$ cat src/rtl/id_ie_pipe_reg.sv
// ID/IE pipeline boundary register: carries decoded operands and control into IE,
// inserts one bubble per load-use hazard, squashes on flush, freezes on MEM stall.
module id_ie_pipe_reg #(
   parameter int XLEN  = 32,
   parameter int RA_W  = 5,
   parameter int CNT_W = 16
) (
   input  logic             clk,
   input  logic             rst_n,
   input  logic             id_valid,
   input  logic [XLEN-1:0]  id_pc,
   input  logic [XLEN-1:0]  id_rs1_data,
   input  logic [XLEN-1:0]  id_rs2_data,
   input  logic [XLEN-1:0]  id_imm,
   input  logic [RA_W-1:0]  id_rs1,
   input  logic [RA_W-1:0]  id_rs2,
   input  logic [RA_W-1:0]  id_rd,
   input  logic             id_uses_rs1,
   input  logic             id_uses_rs2,
   input  logic             id_alu_src,
   input  logic [3:0]       id_alu_op,
   input  logic             id_mem_read,
   input  logic             id_mem_write,
   input  logic             id_reg_write,
   input  logic             flush,
   input  logic             stall_ext,
   output logic             ie_valid,
   output logic [XLEN-1:0]  ie_pc,
   output logic [XLEN-1:0]  ie_rs1_data,
   output logic [XLEN-1:0]  ie_rs2_data,
   output logic [XLEN-1:0]  ie_imm,
   output logic [RA_W-1:0]  ie_rs1,
   output logic [RA_W-1:0]  ie_rs2,
   output logic [RA_W-1:0]  ie_rd,
   output logic             ie_alu_src,
   output logic [3:0]       ie_alu_op,
   output logic             ie_mem_read,
   output logic             ie_mem_write,
   output logic             ie_reg_write,
   output logic             hazard_stall,
   output logic [CNT_W-1:0] bubble_cnt
);

   logic rs1_hit;
   logic rs2_hit;
   logic lu;

   // A load in IE whose rd (never x0) feeds the instruction now in ID must wait one cycle.
   assign rs1_hit      = id_uses_rs1 && (id_rs1 == ie_rd);
   assign rs2_hit      = id_uses_rs2 && (id_rs2 == ie_rd);
   assign lu           = ie_valid && ie_mem_read && (ie_rd != '0) && id_valid && (rs1_hit || rs2_hit);
   assign hazard_stall = lu && !flush && !stall_ext;

   always_ff @(posedge clk or negedge rst_n) begin
      if (!rst_n) begin
         ie_valid     <= 1'b0;
         ie_pc        <= '0;
         ie_rs1_data  <= '0;
         ie_rs2_data  <= '0;
         ie_imm       <= '0;
         ie_rs1       <= '0;
         ie_rs2       <= '0;
         ie_rd        <= '0;
         ie_alu_src   <= 1'b0;
         ie_alu_op    <= '0;
         ie_mem_read  <= 1'b0;
         ie_mem_write <= 1'b0;
         ie_reg_write <= 1'b0;
         bubble_cnt   <= '0;
      end else if (flush || !stall_ext) begin
         // Flush and load-use both leave an all-zero slot; only load-use is counted.
         if (flush || lu) begin
            ie_valid     <= 1'b0;
            ie_pc        <= '0;
            ie_rs1_data  <= '0;
            ie_rs2_data  <= '0;
            ie_imm       <= '0;
            ie_rs1       <= '0;
            ie_rs2       <= '0;
            ie_rd        <= '0;
            ie_alu_src   <= 1'b0;
            ie_alu_op    <= '0;
            ie_mem_read  <= 1'b0;
            ie_mem_write <= 1'b0;
            ie_reg_write <= 1'b0;
         end else begin
            ie_valid     <= id_valid;
            ie_pc        <= id_pc;
            ie_rs1_data  <= id_rs1_data;
            ie_rs2_data  <= id_rs2_data;
            ie_imm       <= id_imm;
            ie_rs1       <= id_rs1;
            ie_rs2       <= id_rs2;
            ie_rd        <= id_rd;
            ie_alu_src   <= id_alu_src;
            ie_alu_op    <= id_alu_op;
            ie_mem_read  <= id_valid && id_mem_read;
            ie_mem_write <= id_valid && id_mem_write;
            ie_reg_write <= id_valid && id_reg_write;
         end
         if (!flush && lu && (bubble_cnt != '1)) begin
            bubble_cnt <= bubble_cnt + 1'b1;
         end
      end
   end

endmodule

$ cat config.mk
export PLATFORM = sky130hd
export DESIGN_NAME = id_ie_pipe_reg
export DESIGN_NICKNAME = d
export VERILOG_FILES = /design/src/rtl/id_ie_pipe_reg.sv
export SDC_FILE = /design/constraint.sdc
export NUM_CORES = 1
export LEC_CHECK = 0
export CORE_MARGIN = 8
export CORE_UTILIZATION = 25
export CTS_BUF_LIST = sky130_fd_sc_hd__clkbuf_4
export DETAILED_ROUTE_END_ITERATION = 8
export GPL_ROUTABILITY_DRIVEN = 0
export GPL_TIMING_DRIVEN = 0
export PLACE_DENSITY_LB_ADDON = 0.2
export SETUP_SLACK_MARGIN = 0.02
export SLEW_MARGIN = 30
export SYNTH_ARGS = -nofsm -noshare
export SYNTH_HDL_FRONTEND = slang
export SYNTH_SLANG_ARGS = --single-unit
$ cat constraint.sdc
create_clock -name clk -period 1.9 [get_ports clk]
set_input_delay 0.38 -clock clk [delete_from_list [all_inputs] [get_ports clk]]
set_output_delay 0.38 -clock clk [all_outputs]
set_load 0.02 [all_outputs]
==> impl_metrics.ini <==
[power]
intPower_mw = 5.23
vdd_drop_max_v = 0.000385
design_power_total_mw = 7.65
switchingPower_mw = 2.42
power_frac_seq_pct = 50.3
p_per_area_nw_per_um2 = 638
p_leak_nw = 5.58
combPwrFrac_pct = 19.6
p_clk_share_pct = 30.1
p_sw_share_pct = 31.6

[logic_synthesis]
ys_seq_area_share_pct = 56.1
syn_inst = 615
yosysMostFrequentCell = dfrtp_1
yosys_warnings = 0
synth_cell_types = 34
synth_edf_count = 0
yosysTopAreaCellShare_pct = 56.1
synth_area_sq_um = 7490
synthTopCellsByCount = dfrtp_1 (168), nor3b_1 (141), a22o_1 (137)
synth_fp_nets = 774
synth_area_per_cell_sq_um = 12.2
synth_ff_type = dfrtp_1
ys_ff_latch = 168
synth.area.top_cells = dfrtp_1 (56%), a22o_1 (16%), nor3b_1 (14%)
synthArstFlopShare_pct = 100
synth_top_cell_by_area = dfrtp_1

[die]
initial_core_util_pct = 25.3
core.rowCount = 63
dieArea_sq_um = 35800
die_h_microns = 189
pin_count = 327
coreArea_sq_um = 29600
die-width_microns = 189

[worst_setup_path]
crit_type = register to output port
slowest_delay_ps = 540
cp_cell_sequence = or4_4 -> o211a_4 -> and2_4 -> buf_6
cp_max_fo = 2
crit_family = simple AND/OR/NAND/NOR gates
end_kind = output port
critPathLaunchType = register
rr_startpoint = ie_rd[2]$_DFFE_PN0P_
arrival_ps = 2090
cp_slowest_cell = or4_4
worst-path-buf-inv = 1
crit_path_start = ie_rd[0]$_DFFE_PN0P_
worstPathRequired_ps = 1520

[global_routing]
grt_usage_pct = 16.3
grt_pass1_wl_microns = 45400
grt_overflow = 0
met1_usage_pct = 20.6
grt_use_met2_pct = 26.9
grt_pass1_vias = 7232
grt_start_max_net_pins = 79
met3_usage_pct = 4.75
antenna_found_initial = 4
busiest_layer = met2

[timing]
max_freq_mhz = 406
fin_skew_ps = 22.2
holdWs_ps = 221
finalMaxSlewViolations = 0
final_hold_viol_count = 0
rsz0062_at_grt = yes
setup_ws_ps = -566
worst_pin_slew_ps = 963
relSlewSlack_pct = 35.8
setup_viol = 159
fin_crit_ps = 2470
timing.final.crit_share_pct = 130

[drt]
num_vias = 6609
wl_per_cell_microns = 20.9
first_iter_violations = 309
viasPerCell = 4.76
drtPass1Iterations = 4
drc = 0
wl_microns = 29000
drt.antenna.violating_nets = 0

[status]
status = finished, violations left
failed_checks = negative setup slack

[clock_network]
cts_buffers = 17
cts.reportedPaths.clkPinSlew_ps = 190
htree_levels = 4
cts.path.max_buffers = 2
clockRootBuffer = clkbuf_4
insertion_delay_ps = 570
cts_tree = done
cts.sinks = 168

[placement]
io_buffer_count = 324
post-place-cells = 1331
hpwlAfterDp_microns = 21000

[final_layout]
finalNetCount = 1142
area_delta_synth_final_pct = 60.1
stdcell_count = 1389
final_core_util_pct = 40.6
n_fill_cell = 2938
drive_gt1_share_pct = 11.2

[run]
maxCapViolCount = 0

[worst_hold_path]
hold_path.class = primary input to asynchronous set/reset pin
## cells by family after synthesis
logic type	synth area share [%]
multiplexers	0.150
adder cells (fa/ha/maj)	0.167
flip-flops	56.1
XOR/XNOR	2.81
AND/OR/NAND/NOR	18.0
buffers and inverters	3.96
AO/OA/AOI/OAI	18.8
## sequential cells by signal, indices dropped and copies added (netlist names)
name / count
ie_rs1_data: 32
ie_alu_op: 4
ie_valid: 1
ie_rd: 5
ie_rs2: 5
ie_mem_write: 1
ie_rs1: 5
ie_reg_write: 1
ie_pc: 32
ie_alu_src: 1
bubble_cnt: 16
ie_mem_read: 1
ie_rs2_data: 32
ie_imm: 32
## cell usage in the layout (no fill, tap or decap), drive strengths merged, types with 2 or more instances in the layout
master	synthesis	routed
clkdlybuf4s50	0	154
clkinv	0	4
nor3b	142	142
clkbuf	55	77
dfrtp	168	168
clkdlybuf4s15	0	3
dlygate4sd2	0	158
nor2	2	2
a32o	15	15
buf	13	40
a22o	137	137
nor4	5	5
and4	2	2
and2	3	3
nand2	7	7
nand3	10	10
inv	6	15
nand4b	2	2
diode	0	3
nand4	9	9
xnor2	23	23
## worst paths after layout
path / end / slack (ps) / cells past startpoint
max in group asynchronous: bubble_cnt[0]$_DFFE_PN0P_ / 970 / 3
max: hazard_stall / -570 / 4
min in group clk: ie_alu_op[3]$_DFFE_PN0P_ / 440 / 2
max reg2reg: ie_imm[1]$_DFFE_PN0P_ / -400 / 10
min reg2reg: ie_mem_write$_DFFE_PN0P_ / 510 / 1
min: ie_pc[3]$_DFFE_PN0P_ / 220 / 2
## repair_timing
| action | 4_1_cts | 5_1_grt |
|---|---|---|
| endpoints found under the hold margin | 168 | 0 |
| cloned | 3 | 0 |
| pin swaps | 10 | 8 |
| gates resized for setup | 235 | 21 |
| hold buffers | 1 | 0 |
| buffers inserted | 19 | 0 |
| setup endpoints to repair | 336 | 186 |
## final cells by class
class / count / area [sq um] / share of cell area (%)
Clock buffer: 17 / 128 / 1.06
Multi-Input combinational cell: 373 / 3120 / 26.0
Timing Repair Buffer: 349 / 3340 / 27.9
Antenna cell: 3 / 7.51 / 0.0626
Sequential cell: 168 / 4210 / 35.1
Clock inverter: 15 / 180 / 1.50
Buffer: 68 / 494 / 4.12
Inverter: 6 / 22.5 / 0.188
Tap cell: 390 / 488 / 4.07
## through the flow
| step | cell area [sq um] | worst slack, ps | TNS [ps] |
|---|---|---|---|
| finish | 12000 | -566 | -41240 |
| global route | 12000 | -693 | -55640 |
| CTS | 12000 | -658 | -38760 |
| detailed placement | 11400 | -906 | -122590 |
| global placement | 11300 | -7930 | -1339160 |
| floorplan | 7610 | 2.06 | 0 |
## power by group through the flow
stage                     sequential, mW  clock (mW)  combinational [mW]
after global routing                3.88        2.59                1.62
after global placement              3.93           0                1.59
after CTS                           3.85        2.44                1.53
after floorplan                     4.15           0               0.436
after detailed placement            3.93           0                1.61
final                               3.85        2.30                1.50
## metal layers
metal	up-vias	wire length [microns]
met5	-	13
met4	2	370
met3	20	1800
met2	185	14200
met1	3309	12600
li1	3093	-
No activity file was read; power rests on OpenSTA's default activity.
